`src/rtl/mc_ctrl_pkg.sv`:
```
// Shared constants for the multicycle RISC-V control unit: state codes,
// ALU operation codes, immediate-format selects and opcodes.
package mc_ctrl_pkg;

    localparam logic [3:0] S_FETCH    = 4'd0;
    localparam logic [3:0] S_DECODE   = 4'd1;
    localparam logic [3:0] S_MEMADR   = 4'd2;
    localparam logic [3:0] S_MEMREAD  = 4'd3;
    localparam logic [3:0] S_MEMWB    = 4'd4;
    localparam logic [3:0] S_MEMWRITE = 4'd5;
    localparam logic [3:0] S_EXECR    = 4'd6;
    localparam logic [3:0] S_EXECI    = 4'd7;
    localparam logic [3:0] S_ALUWB    = 4'd8;
    localparam logic [3:0] S_BRANCH   = 4'd9;
    localparam logic [3:0] S_JAL      = 4'd10;
    localparam logic [3:0] S_MDWAIT   = 4'd11;
    localparam logic [3:0] S_TRAP     = 4'd12;

    localparam logic [2:0] ALU_ADD = 3'b000;
    localparam logic [2:0] ALU_SUB = 3'b001;
    localparam logic [2:0] ALU_AND = 3'b010;
    localparam logic [2:0] ALU_OR  = 3'b011;
    localparam logic [2:0] ALU_XOR = 3'b100;
    localparam logic [2:0] ALU_SLT = 3'b101;
    localparam logic [2:0] ALU_SLL = 3'b110;
    localparam logic [2:0] ALU_SRL = 3'b111;

    localparam logic [1:0] IMM_I = 2'b00;
    localparam logic [1:0] IMM_S = 2'b01;
    localparam logic [1:0] IMM_B = 2'b10;
    localparam logic [1:0] IMM_J = 2'b11;

    localparam logic [6:0] OP_LOAD   = 7'b0000011;
    localparam logic [6:0] OP_STORE  = 7'b0100011;
    localparam logic [6:0] OP_RTYPE  = 7'b0110011;
    localparam logic [6:0] OP_ITYPE  = 7'b0010011;
    localparam logic [6:0] OP_BRANCH = 7'b1100011;
    localparam logic [6:0] OP_JAL    = 7'b1101111;

    localparam logic [1:0] CAUSE_ILLEGAL = 2'd0;
    localparam logic [1:0] CAUSE_TIMEOUT = 2'd1;

    function automatic logic [1:0] imm_sel(input logic [6:0] opc);
        case (opc)
            OP_STORE:  return IMM_S;
            OP_BRANCH: return IMM_B;
            OP_JAL:    return IMM_J;
            default:   return IMM_I;
        endcase
    endfunction

endpackage

```
`src/rtl/alu_ctrl_dec.sv`:
```
// ALU operation decoder: maps funct3/funct7_5 to an ALU control code.
module alu_ctrl_dec
    import mc_ctrl_pkg::*;
(
    input  logic [2:0] funct3,
    input  logic       funct7_5,
    input  logic       is_rtype,
    output logic [2:0] alu_control
);

    // funct7_5 on an I-type is an immediate bit, so only R-type may subtract
    always_comb begin
        alu_control = ALU_ADD;
        case (funct3)
            3'b000: alu_control = (is_rtype && funct7_5) ? ALU_SUB : ALU_ADD;
            3'b001: alu_control = ALU_SLL;
            3'b010: alu_control = ALU_SLT;
            3'b011: alu_control = ALU_SLT;
            3'b100: alu_control = ALU_XOR;
            3'b101: alu_control = ALU_SRL;
            3'b110: alu_control = ALU_OR;
            3'b111: alu_control = ALU_AND;
            default: alu_control = ALU_ADD;
        endcase
    end

endmodule

```
`src/rtl/mc_control_unit.sv`:
```
// Multicycle RISC-V control FSM with memory-wait timeout, trap and instret.
// Define MULDIV_EN to route funct7_0 R-types through an external mul/div unit.
module mc_control_unit
    import mc_ctrl_pkg::*;
#(
    parameter int CNT_W    = 32,
    parameter int WAIT_MAX = 15
) (
    input  logic             clk,
    input  logic             rst,
    input  logic [6:0]       op,
    input  logic [2:0]       funct3,
    input  logic             funct7_5,
    input  logic             funct7_0,
    input  logic             zero,
    input  logic             mem_ready,
    input  logic             md_done,
    output logic             pc_write,
    output logic             adr_src,
    output logic             mem_write,
    output logic             ir_write,
    output logic             reg_write,
    output logic [1:0]       alu_src_a,
    output logic [1:0]       alu_src_b,
    output logic [1:0]       result_src,
    output logic [1:0]       imm_src,
    output logic [2:0]       alu_control,
    output logic [CNT_W-1:0] instret,
    output logic             trap,
    output logic [1:0]       trap_cause,
    output logic             md_start
);

    localparam int WW = (WAIT_MAX > 1) ? $clog2(WAIT_MAX + 1) : 1;
    localparam logic [WW-1:0] WAIT_LAST = WW'((WAIT_MAX > 0) ? WAIT_MAX - 1 : 0);

    logic [3:0]       r_state;
    logic [3:0]       w_next;
    logic [WW-1:0]    r_wait;
    logic [1:0]       r_cause;
    logic [1:0]       w_cause;
    logic [CNT_W-1:0] r_instret;
    logic             w_waiting;
    logic             w_timeout;
    logic [2:0]       w_alu_dec;
    logic             w_md_wb;

    alu_ctrl_dec u_alu_dec (
        .funct3      (funct3),
        .funct7_5    (funct7_5),
        .is_rtype    (r_state == S_EXECR),
        .alu_control (w_alu_dec)
    );

    assign w_waiting = (r_state == S_FETCH) || (r_state == S_MEMREAD)
                    || (r_state == S_MEMWRITE);
    // mem_ready in the final allowed cycle still completes the access
    assign w_timeout = (WAIT_MAX != 0) && w_waiting && !mem_ready
                    && (r_wait == WAIT_LAST);

    always_comb begin
        w_next  = r_state;
        w_cause = r_cause;
        case (r_state)
            S_FETCH:    if (mem_ready) w_next = S_DECODE;
            S_DECODE: begin
                case (op)
                    OP_LOAD, OP_STORE: w_next = S_MEMADR;
                    OP_RTYPE:          w_next = S_EXECR;
                    OP_ITYPE:          w_next = S_EXECI;
                    OP_BRANCH:         w_next = S_BRANCH;
                    OP_JAL:            w_next = S_JAL;
                    default: begin
                        w_next  = S_TRAP;
                        w_cause = CAUSE_ILLEGAL;
                    end
                endcase
            end
            S_MEMADR:   w_next = (op == OP_STORE) ? S_MEMWRITE : S_MEMREAD;
            S_MEMREAD:  if (mem_ready) w_next = S_MEMWB;
            S_MEMWB:    w_next = S_FETCH;
            S_MEMWRITE: if (mem_ready) w_next = S_FETCH;
`ifdef MULDIV_EN
            S_EXECR:    w_next = funct7_0 ? S_MDWAIT : S_ALUWB;
            S_MDWAIT:   if (md_done) w_next = S_ALUWB;
`else
            S_EXECR:    w_next = S_ALUWB;
`endif
            S_EXECI:    w_next = S_ALUWB;
            S_ALUWB:    w_next = S_FETCH;
            S_BRANCH:   w_next = S_FETCH;
            S_JAL:      w_next = S_FETCH;
            S_TRAP:     w_next = S_TRAP;
            default:    w_next = S_FETCH;
        endcase
        if (w_timeout) begin
            w_next  = S_TRAP;
            w_cause = CAUSE_TIMEOUT;
        end
    end

    always_ff @(posedge clk) begin
        if (rst) begin
            r_state   <= S_FETCH;
            r_wait    <= '0;
            r_cause   <= CAUSE_ILLEGAL;
            r_instret <= '0;
        end else begin
            r_state <= w_next;
            r_cause <= w_cause;
            if (w_next != r_state)
                r_wait <= '0;
            else if (w_waiting && !mem_ready)
                r_wait <= r_wait + WW'(1);
            if (w_next == S_FETCH && r_state != S_FETCH)
                r_instret <= r_instret + CNT_W'(1);
        end
    end

`ifdef MULDIV_EN
    logic r_md_fresh;
    logic r_md_wb;

    always_ff @(posedge clk) begin
        if (rst) begin
            r_md_fresh <= 1'b0;
            r_md_wb    <= 1'b0;
        end else begin
            r_md_fresh <= (w_next == S_MDWAIT) && (r_state != S_MDWAIT);
            r_md_wb    <= (r_state == S_MDWAIT);
        end
    end

    assign md_start = (r_state == S_MDWAIT) && r_md_fresh;
    assign w_md_wb  = r_md_wb;
`else
    logic w_unused;
    assign w_unused = ^{funct7_0, md_done};
    assign md_start = 1'b0;
    assign w_md_wb  = 1'b0;
`endif

    always_comb begin
        pc_write    = 1'b0;
        adr_src     = 1'b0;
        mem_write   = 1'b0;
        ir_write    = 1'b0;
        reg_write   = 1'b0;
        alu_src_a   = 2'b00;
        alu_src_b   = 2'b00;
        result_src  = 2'b00;
        alu_control = ALU_ADD;
        case (r_state)
            S_FETCH: begin
                alu_src_b  = 2'b10;
                result_src = 2'b10;
                ir_write   = mem_ready;
                pc_write   = mem_ready;
            end
            S_DECODE: begin
                alu_src_a = 2'b01;
                alu_src_b = 2'b01;
            end
            S_MEMADR: begin
                alu_src_a = 2'b10;
                alu_src_b = 2'b01;
            end
            S_MEMREAD: adr_src = 1'b1;
            S_MEMWB: begin
                result_src = 2'b01;
                reg_write  = 1'b1;
            end
            S_MEMWRITE: begin
                adr_src   = 1'b1;
                mem_write = 1'b1;
            end
            S_EXECR: begin
                alu_src_a   = 2'b10;
                alu_control = w_alu_dec;
            end
            S_EXECI: begin
                alu_src_a   = 2'b10;
                alu_src_b   = 2'b01;
                alu_control = w_alu_dec;
            end
            S_ALUWB: begin
                result_src = w_md_wb ? 2'b11 : 2'b00;
                reg_write  = 1'b1;
            end
            S_BRANCH: begin
                alu_src_a   = 2'b10;
                alu_control = ALU_SUB;
                pc_write    = zero ^ funct3[0];
            end
            S_JAL: begin
                alu_src_a = 2'b01;
                alu_src_b = 2'b10;
                reg_write = 1'b1;
                pc_write  = 1'b1;
            end
            default: ;
        endcase
    end

    assign imm_src    = imm_sel(op);
    assign instret    = r_instret;
    assign trap       = (r_state == S_TRAP);
    assign trap_cause = r_cause;

endmodule
```
`config.mk`:
```
export PLATFORM = sky130hd
export DESIGN_NAME = mc_control_unit
export DESIGN_NICKNAME = d
export VERILOG_FILES = /design/src/rtl/mc_ctrl_pkg.sv /design/src/rtl/alu_ctrl_dec.sv /design/src/rtl/mc_control_unit.sv
export SDC_FILE = /design/constraint.sdc
export NUM_CORES = 1
export LEC_CHECK = 0
export CAP_MARGIN = 20
export CORE_MARGIN = 1
export CORE_UTILIZATION = 56
export DETAILED_ROUTE_END_ITERATION = 6
export PLACE_DENSITY = 0.87
export SETUP_SLACK_MARGIN = 0.5
export SLEW_MARGIN = 30
export SYNTH_ARGS = -nofsm -noshare
export SYNTH_HDL_FRONTEND = slang
export SYNTH_SLANG_ARGS = --single-unit
```
`constraint.sdc`:
```
create_clock -name clk -period 6.5 [get_ports clk]
set_clock_uncertainty 0.05 [all_clocks]
set_input_delay 1.3 -clock clk [delete_from_list [all_inputs] [get_ports clk]]
set_output_delay 1.3 -clock clk [all_outputs]
set_load 0.05 [all_outputs]
```
==> summary.txt, run 1 <==
Cells and area
  – FF/Latch Area: 821 um^2
  – Fill cell count: 440
  – Fin cells: 503
  – Inserted Diodes: 0
  – Multi-input logic area: 2220 um^2
  – Synthesis-to-finish area growth: 21.8%
  – Share of cells above drive strength 1: 0.107
  – Nets: 450

Timing
  – Pins Over Slew Limit: 0
  – WHS: 437 ps
  – Slew headroom: 0.521
  – Post-route setup slack: 1670 ps
  – Tcrit/Tclk final: 0.743
  – Setup-failing EPs final: 0
  – Hold Vio Cnt, Final: 0
  – Worst Max-Slew Pin Slew: 718 ps
  – Setup_tns: 0 ps
  – Max Freq: 0.207 GHz
  – Post-route minimum period: 4830 ps
  – RSZ-0062 raised after global routing: no

Synth
  – Synth top area cells: dfxtp_1 (25%), mux2_1 (8.0%), nor4_4 (6.6%), nor2b_1 (5.8%), nor2_1 (5.3%)
  – Distinct cells, synth: 68
  – Post-synth ARST share: 0
  – Yosys Warn Count: 0
  – Avg Synthesized Cell Area: 8.48 um^2
  – Yosys top cell by area: dfxtp_1
  – Synth top area share: 0.253
  – Post-synth EDFFs: 0
  – Number of synthesized register bits: 41
  – Synth Cell Area: 3250 um^2
  – Post-Synthesis Cells: 383
  – Sequential share of the synthesized area: 0.253
  – Main synth FF type: dfxtp_1

Clocking
  – CTS tree: yes
  – Resized Gates After CTS: 0
  – CTS sink count: 41
  – Root buffer cell: clkbuf_8
  – H-Tree Depth: 2
  – Clock latency at the later pin of the worst-skew pair: 300 ps
  – Clk slew on worst S/H paths: 70 ps
  – Worst-case clock buffer depth: 2
  – Setup bufs post-CTS: 0
  – CTS Buf Count: 5
  – CTS Hold Bufs: 0

Floorplanning
  – Total die area: 6110 um^2
  – Die width: 78.1 um
  – Starting Density: 0.586
  – Height of the die: 78.1 um
  – Core Footprint: 5540 um^2
  – Row cnt: 27
  – Boundary Pins: 69

Critical path
  – Crit start category: input port
  – Crit-path max cell delay: 820 ps
  – Slowest cell on the critical path: clkdlybuf4s50_1
  – Crit-path max FO: 10
  – Crit Path Class: in2out
  – Most used cell, CP: clkdlybuf4s50_1
  – CP arrival: 3480 ps
  – Worst setup EP type: output port
  – CP required: 5150 ps
  – Critical path, cell by cell: clkdlybuf4s50_1 > inv_1 > or3_1 > a21o_1 > a21oi_1 > clkdlybuf4s50_1

Min path
  – Hold Crit Class: reg2reg

Global route
  – First-pass GRT wire length: 12800 um
  – GR Overflow Total: 0
  – Antenna violations before repair: 0
  – Largest net degree at the start of global routing: 65
  – Total GRT Usage: 0.254
  – Vias in the first global route: 2858

Job
  – # Max-Cap Violations: 0

Drt
  – WL final: 7420 um
  – Post-DR wirelength/cell: 14.7 um
  – Vias per cell: 6.05
  – Vias: 3042
  – Antenna Nets Post-Route: 0
  – DRT Pass-1 Iters: 4
  – Iter 0 DRT Violations: 188
  – Remaining DRCs: 0

Place
  – Place WS: 1680 ps
  – DP HPWL: 5260 um
  – # port buffers: 64
  – Placed instance count: 495
  – Gpl congestion: 0.781

Pwr
  – Worst VDD drop: 0.130 mV
  – Leakage power: 1.38 nW
  – Pwr Density: 166 nW/um^2

Run status
  – Run status: completed
[power by group]
group          internal, mW  switching, mW
clock                 0.125         0.0913
combinational        0.0555          0.121
sequential            0.254         0.0101
total                 0.435          0.222
[layout make-up]
class                   count  area share
inverters                  10     0.00949
repair buffers             68       0.169
multi-input cells         304       0.562
clock inverters             1     0.00759
flip-flops and latches     41       0.208
well taps                  72      0.0228
clock buffers               7      0.0218
[cell usage after synthesis, drive strengths merged, types with 4 or more instances]
master,number
nor2,47
buf,19
nand2b,8
nor4,21
nor3,18
o41ai,4
and2,5
clkbuf,10
or3,5
nand2,19
o22ai,4
nand4,8
and3,10
mux2,25
nor3b,4
inv,10
a21oi,14
dfxtp,41
nor2b,30
xor2,5
and4,7
xnor2,4
nand3,18
[kinds of logic after synthesis]
kind of cell	synth area share
and+or+nand+nor	0.429
DFF	0.253
muxes	0.0960
AOI/OAI and AO/OA	0.121
buffers and inverters	0.0640
xor gates and xnor gates	0.0243
other	0.00115
adders and majority gates	0.0116
[layout by cell type, fill, tap and decap left out, types with 4 or more instances in the layout]
master | synthesis | routed
nand3_1 | 18 | 18
mux2_1 | 23 | 23
nor2_1 | 46 | 46
xnor2_1 | 4 | 4
nor4_2 | 6 | 6
buf_4 | 4 | 5
and3_1 | 10 | 10
and2_1 | 5 | 5
inv_1 | 10 | 10
clkdlybuf4s50_1 | 0 | 63
dfxtp_1 | 41 | 41
nor4_1 | 5 | 5
nor3_1 | 16 | 16
or3_1 | 4 | 4
nor3b_1 | 4 | 4
nor4_4 | 10 | 10
nand4_1 | 8 | 8
and4_1 | 7 | 7
xor2_1 | 5 | 5
a21oi_1 | 13 | 13
clkbuf_8 | 0 | 6
nand2_1 | 19 | 19
nand2b_1 | 7 | 7
nor2b_1 | 30 | 30
[registers in the layout, summed over array words and instances, names as in the netlist]
register,cells
trap_cause,1
instret,32
r_wait,4
r_state,4
[final timing paths]
path                                     from       endpoint  slack (ps)  depth (start not counted)
worst max-delay path                mem_ready       pc_write        1670                          6
worst min-delay path            trap_cause[0]  trap_cause[0]         440                          2
worst max register to register     r_state[0]    instret[12]        3350                          6
worst min register to register  trap_cause[0]  trap_cause[0]         440                          2
[per-stage QoR]
stage | instance area, um^2 | util | power, mW
after floorplan | 3250 | - | 0.410
after global placement | 3840 | 0.692 | 0.442
after detailed placement | 3840 | 0.692 | 0.444
after CTS | 3950 | 0.713 | 0.659
after global routing | 3960 | 0.714 | 0.684
final | 3960 | 0.714 | 0.658
[metal layers]
| metal | part of all wire | track usage | vias to the layer above | wire (um) |
|---|---|---|---|---|
| li1 | - | - | 1473 | - |
| met1 | 0.42 | 0.300 | 1453 | 3150 |
| met2 | 0.51 | 0.451 | 103 | 3770 |
| met3 | 0.054 | 0.0535 | 13 | 400 |
| met4 | 0.014 | 0.0852 | 0 | 102 |
| met5 | 0 | 0 | - | 0 |
[worst max-delay path, delay by kind of cell]
kind            cells  cell delay, ps
simple gates        1             310
buf+inv             3            1570
compound gates      2             300
No activity file was read; power rests on OpenSTA's default activity.
==> run 2, diff against run 1 <==
--- a/config.mk
+++ b/config.mk
@@ -7,9 +7,9 @@
 export LEC_CHECK = 0
 export CAP_MARGIN = 20
 export CORE_MARGIN = 1
-export CORE_UTILIZATION = 56
+export CORE_UTILIZATION = 47
 export DETAILED_ROUTE_END_ITERATION = 6
-export PLACE_DENSITY = 0.87
+export PLACE_DENSITY = 0.78
 export SETUP_SLACK_MARGIN = 0.5
 export SLEW_MARGIN = 30
 export SYNTH_ARGS = -nofsm -noshare
==> constraint.sdc (replaced) <==
create_clock -name clk -period 3.9 [get_ports clk]
set_clock_uncertainty 0.05 [all_clocks]
set_input_delay 0.78 -clock clk [delete_from_list [all_inputs] [get_ports clk]]
set_output_delay 0.78 -clock clk [all_outputs]
set_load 0.05 [all_outputs]
==> run 2 against run 1 <==
Compared with the run above:
- first-iteration DRC count fell by 25%
- global-route usage decreased by 4.5 points
- routed wire length is 0.97% lower
- cell area grew 0.79%
- core utilization is 10 points lower
- clock-buffer cell count fell by 2
- worst setup slack got worse by 1000 ps
- critical endpoint is now instret[14]
- clock power increased by 29%
- sequential power rose by 66%
==> summary.txt, run 2 (synthesis gave the netlist of run 1 again) <==
Run status
  – Run status: completed

Critical path
  – CP required: 4040 ps (-1110 ps)
  – Crit start category: input port
  – CP arrival: 3390 ps (-90 ps)
  – Crit Path Class: in2reg
  – Crit-path max FO: 17 (+7)
  – Worst setup EP type: flip-flop

Cells and area
  – Most common cell after layout, fill and taps aside: clkdlybuf4s50_1
  – Synthesis-to-finish area growth: 22.8%
  – Largest register FFs: 32 (unchanged)
  – Nets: 455 (+1.1%)
  – Inserted Diodes: 0 (unchanged)
  – Most frequent cells in the layout: clkdlybuf4s50_1 (57), nor2_1 (46), dfxtp_1 (40)
  – Share of cells above drive strength 1: 0.128 (+0.0217)

Drt
  – Iter 0 DRT Violations: 141 (-25%)
  – Remaining DRCs: 0 (unchanged)
  – DRT Pass-1 Iters: 4 (unchanged)
  – Vias: 2974 (-2.2%)
  – Antenna Nets Post-Route: 0 (unchanged)
  – Vias per cell: 5.80 (-4.1%)
  – WL final: 7350 um (-0.97%)
  – Post-DR wirelength/cell: 14.3 um (-2.9%)

Pwr
  – Pwr Density: 257 nW/um^2 (+55%)
  – Worst VDD drop: 0.212 mV (+63%)
  – Leakage power: 1.45 nW (+4.9%)

Place
  – # port buffers: 64 (unchanged)
  – Gpl congestion: 0.758 (-3.0%)
  – DP HPWL: 5260 um (about the same)

Global route
  – GR Overflow Total: 0 (unchanged)
  – First-pass GRT wire length: 12600 um (-1.8%)
  – Largest net degree at the start of global routing: 65 (unchanged)
  – Vias in the first global route: 2654 (-7.1%)
  – Antenna violations before repair: 0 (unchanged)
  – Total GRT Usage: 0.208 (-0.0452)

Timing
  – Setup_tns: 0 ps (unchanged)
  – Tcrit/Tclk final: 0.835
  – Pins Over Slew Limit: 0 (unchanged)
  – Max Freq: 0.307 GHz
  – Post-route minimum period: 3260 ps
  – Setup-failing EPs final: 0 (unchanged)
  – RSZ-0062 raised after global routing: no
  – Worst Max-Slew Pin Slew: 712 ps (-6.21 ps)
  – Slew headroom: 0.522 (+0.00114)
  – WHS: 442 ps (+5.23 ps)
  – Hold Vio Cnt, Final: 0 (unchanged)

Floorplanning
  – Row cnt: 29 (+7.4%)
  – Boundary Pins: 69 (unchanged)
  – Core Footprint: 6490 um^2 (+17%)
  – Total die area: 7240 um^2 (+19%)
  – Height of the die: 85.1 um (+8.9%)
  – Starting Density: 0.500 (-0.0861)
  – Die width: 85.1 um (+8.9%)

Clocking
  – CTS sink count: 41 (unchanged)
  – Clk slew on worst S/H paths: 80 ps (about the same)
  – H-Tree Depth: 2 (unchanged)
  – CTS tree: yes
  – CTS Hold Bufs: 0 (unchanged)
  – Setup bufs post-CTS: 0 (unchanged)
  – CTS Buf Count: 5 (unchanged)
  – Root buffer cell: clkbuf_8
  – Clock latency at the later pin of the worst-skew pair: 300 ps (about the same)
  – Worst-case clock buffer depth: 2 (unchanged)

Job
  – # Max-Cap Violations: 0 (unchanged)

Min path
  – Hold Crit Class: reg2reg
## run 2: per-stage QoR
stage	setup WS, ps	power [mW]	std cells	util	area (um^2)
4_1_cts	635	1.03	513	0.612	3980
3_5_place_dp	327	0.753	505	0.599	3890
5_1_grt	514	1.07	513	0.614	3990
6_report	645	1.02	513	0.614	3990
2_1_floorplan	711	0.685	384	-	3260
3_3_place_gp	364	0.747	505	0.599	3890
## run 2: power breakdown
| part | leakage [nW] | internal, mW | switching (mW) |
|---|---|---|---|
| Combinational | 1.07 | 0.0994 | 0.205 |
| Sequential | 0.331 | 0.424 | 0.0155 |
| Clock | 0.0439 | 0.124 | 0.156 |
## run 2: worst max-delay path: stages
cell	delay, ps
clkdlybuf4s50_1	490
or3_4	460
o311a_4	330
a211oi_4	300
a21oi_4	100
buf_4	250
nor4b_1	340
mux2_1	350
## run 2: worst paths after layout
kind	startpoint	to	slack, ps	depth (start not counted)
hold reg to reg	trap_cause[0]	trap_cause[0]	440	2
setup / recovery	op[3]	instret[14]	640	8
hold / removal	trap_cause[0]	trap_cause[0]	440	2
setup reg to reg	r_state[1]	instret[26]	990	10
## run 2: routing by layer
| metal | part of all wire | global-route usage |
|---|---|---|
| met1 | 0.46 | 0.283 |
| met2 | 0.48 | 0.345 |
| met3 | 0.040 | 0.0302 |
| met4 | 0.013 | 0.0570 |
| met5 | 0 | 0 |
## run 2: layout make-up
| class | instances | area [um^2] |
|---|---|---|
| Fill cell | 577 | 2510 |
| Multi-Input combinational cell | 304 | 2230 |
| Sequential cell | 41 | 822 |
| Timing Repair Buffer | 73 | 716 |
| Tap cell | 77 | 96.3 |
| Clock buffer | 5 | 68.8 |
| Inverter | 10 | 37.5 |
| Clock inverter | 3 | 17.5 |
## run 2: timing repair
action	in CTS	in global routing
resized for setup	2	3
pin swaps	0	0
setup endpoints to repair	2	3
==> run 3, diff against run 2 <==
--- a/config.mk
+++ b/config.mk
@@ -7,9 +7,9 @@
 export LEC_CHECK = 0
 export CAP_MARGIN = 20
 export CORE_MARGIN = 1
-export CORE_UTILIZATION = 47
+export CORE_UTILIZATION = 52
 export DETAILED_ROUTE_END_ITERATION = 6
-export PLACE_DENSITY = 0.78
+export PLACE_DENSITY = 0.81
 export SETUP_SLACK_MARGIN = 0.5
 export SLEW_MARGIN = 30
 export SYNTH_ARGS = -nofsm -noshare
==> constraint.sdc (replaced) <==
create_clock -name clk -period 3.1 [get_ports clk]
set_clock_uncertainty 0.05 [all_clocks]
set_input_delay 0.62 -clock clk [delete_from_list [all_inputs] [get_ports clk]]
set_output_delay 0.62 -clock clk [all_outputs]
set_load 0.05 [all_outputs]
==> run 3 against run 2 <==
Compared with the run above:
- via count grew 11%
- sequential share of layout area fell by 2.2 points
- die area down 9.4%
- critical path depth unchanged
- worst setup slack got worse by 130 ps
- clock power rose by 30%
- cell count rose by 7.2%
- first-iteration DRC count rose by 23%
- cell area is 15% higher
- register-to-register slack got worse by 420 ps
- hold slack worse by 19 ps
- clock-buffer cell count up 2
- critical endpoint is now instret[20]
- largest cell class unchanged
- highest routed layer unchanged
==> summary.txt, run 3 (synthesis gave the netlist of run 1 again) <==
Place
  – # port buffers: 64 (unchanged)
  – DP HPWL: 5900 um (+12%)
  – Gpl congestion: 0.835 (+10%)

Floorplanning
  – Boundary Pins: 69 (unchanged)
  – Starting Density: 0.545 (+0.0453)
  – Height of the die: 81.0 um (-4.8%)
  – Total die area: 6560 um^2 (-9.4%)
  – Row cnt: 28 (-3.4%)
  – Die width: 81.0 um (-4.8%)
  – Core Footprint: 5960 um^2 (-8.3%)

Drt
  – Remaining DRCs: 0 (unchanged)
  – Vias per cell: 5.98 (+3.1%)
  – Post-DR wirelength/cell: 16.2 um (+13%)
  – Antenna Nets Post-Route: 0 (unchanged)
  – Iter 0 DRT Violations: 174 (+23%)
  – Vias: 3287 (+11%)
  – DRT Pass-1 Iters: 5 (+1)
  – WL final: 8880 um (+21%)

Clocking
  – Root buffer cell: clkbuf_8
  – Clock latency at the later pin of the worst-skew pair: 300 ps (about the same)
  – CTS tree: yes
  – H-Tree Depth: 2 (unchanged)
  – CTS Buf Count: 5 (unchanged)
  – CTS sink count: 41 (unchanged)
  – Clk slew on worst S/H paths: 80 ps (about the same)
  – CTS Hold Bufs: 0 (unchanged)
  – Worst-case clock buffer depth: 2 (unchanged)

Run status
  – Run status: completed

Critical path
  – Worst setup EP type: flip-flop
  – Crit start category: input port
  – CP required: 3240 ps (-800 ps)
  – CP arrival: 2720 ps (-670 ps)
  – Crit-path max FO: 7 (-10)
  – Crit Path Class: in2reg

Global route
  – Antenna violations before repair: 0 (unchanged)
  – Met1 Use GR: 0.364 (+0.0802)
  – Total GRT Usage: 0.280 (+0.0716)
  – Met3 Track Usage GR: 0.0461 (+0.0159)
  – GR Overflow Total: 0 (unchanged)
  – First-pass GRT wire length: 14500 um (+15%)
  – Vias in the first global route: 3053 (+15%)
  – Largest net degree at the start of global routing: 61 (-6.2%)
  – Layer with the highest usage: met2
  – Met2 global-route usage: 0.476 (+0.131)

Timing
  – Max Freq: 0.387 GHz
  – Pins Over Slew Limit: 0 (unchanged)
  – Post-route minimum period: 2580 ps
  – RSZ-0062 raised after global routing: yes
  – WHS: 424 ps (-18.5 ps)
  – Slew headroom: 0.612 (+0.0901)
  – Worst Max-Slew Pin Slew: 582 ps (-130 ps)
  – Setup_tns: 0 ps (unchanged)
  – Hold Vio Cnt, Final: 0 (unchanged)
  – Tcrit/Tclk final: 0.833
  – Setup-failing EPs final: 0 (unchanged)

Cells and area
  – Nets: 495 (+8.8%)
  – Most frequent cells in the layout: nor2_1 (46), buf_4 (44), clkdlybuf4s50_1 (36)
  – Share of cells above drive strength 1: 0.305 (+0.177)
  – Largest register FFs: 32 (unchanged)
  – Inserted Diodes: 0 (unchanged)
  – Synthesis-to-finish area growth: 41.7%
  – Most common cell after layout, fill and taps aside: nor2_1

Pwr
  – Pwr Density: 316 nW/um^2 (+23%)
  – Worst VDD drop: 0.231 mV (+8.9%)
  – Leakage power: 1.72 nW (+19%)

Min path
  – Hold Crit Class: reg2reg

Job
  – # Max-Cap Violations: 0 (unchanged)
-- run 3: final cells by class --
| cell class | count | area, um^2 |
|---|---|---|
| multi-input combinational | 305 | 2410 |
| fill | 389 | 1360 |
| timing repair buffer | 112 | 1120 |
| sequential | 41 | 850 |
| tap | 75 | 93.8 |
| clock buffer | 7 | 86.3 |
| inverter | 10 | 37.5 |
-- run 3: power breakdown --
part | total (mW) | leakage (nW) | switching [mW] | internal (mW)
Combinational | 0.540 | 1.34 | 0.323 | 0.217
Clock | 0.365 | 0.0443 | 0.188 | 0.177
Sequential | 0.547 | 0.340 | 0.0144 | 0.533
-- run 3: path summary, 6_finish.rpt --
| check | startpoint | endpoint | slack, ps | cells past startpoint |
|---|---|---|---|---|
| setup / recovery | op[3] | instret[20] | 520 | 8 |
| hold / removal | trap_cause[0] | trap_cause[0] | 420 | 2 |
| setup reg to reg | r_state[1] | instret[18] | 570 | 8 |
| hold reg to reg | trap_cause[0] | trap_cause[0] | 420 | 2 |
-- run 3: routing by layer --
metal  wire (um)  vias up
met4         107        0
met5           0        -
li1            -     1563
met2        4390      104
met1        4000     1603
met3         387       17
-- run 3: per-stage QoR --
step / area [um^2] / instances / utilization / power, mW / setup slack [ps]
global placement: 4290 / 535 / 0.720 / 1.02 / -44.2
floorplan: 3360 / 384 / - / 0.877 / 360
global route: 4600 / 550 / 0.772 / 1.51 / 472
CTS: 4560 / 549 / 0.766 / 1.43 / 502
finish: 4600 / 550 / 0.772 / 1.45 / 516
detailed placement: 4290 / 535 / 0.720 / 1.03 / -95.3
-- run 3: worst max-delay path: stages --
cell and delay [ps]:
buf_6 90, or3_4 380, o311a_4 370, a211oi_4 260, a21oi_4 180, buf_12 200, nor4_4 280, mux2_4 330
-- run 3: repair_timing --
action                                  CTS  global route
gates resized for setup                  47            21
cloned                                    3             1
pin swaps                                12            11
buffers inserted                          4             0
endpoints found under the setup margin   47            40
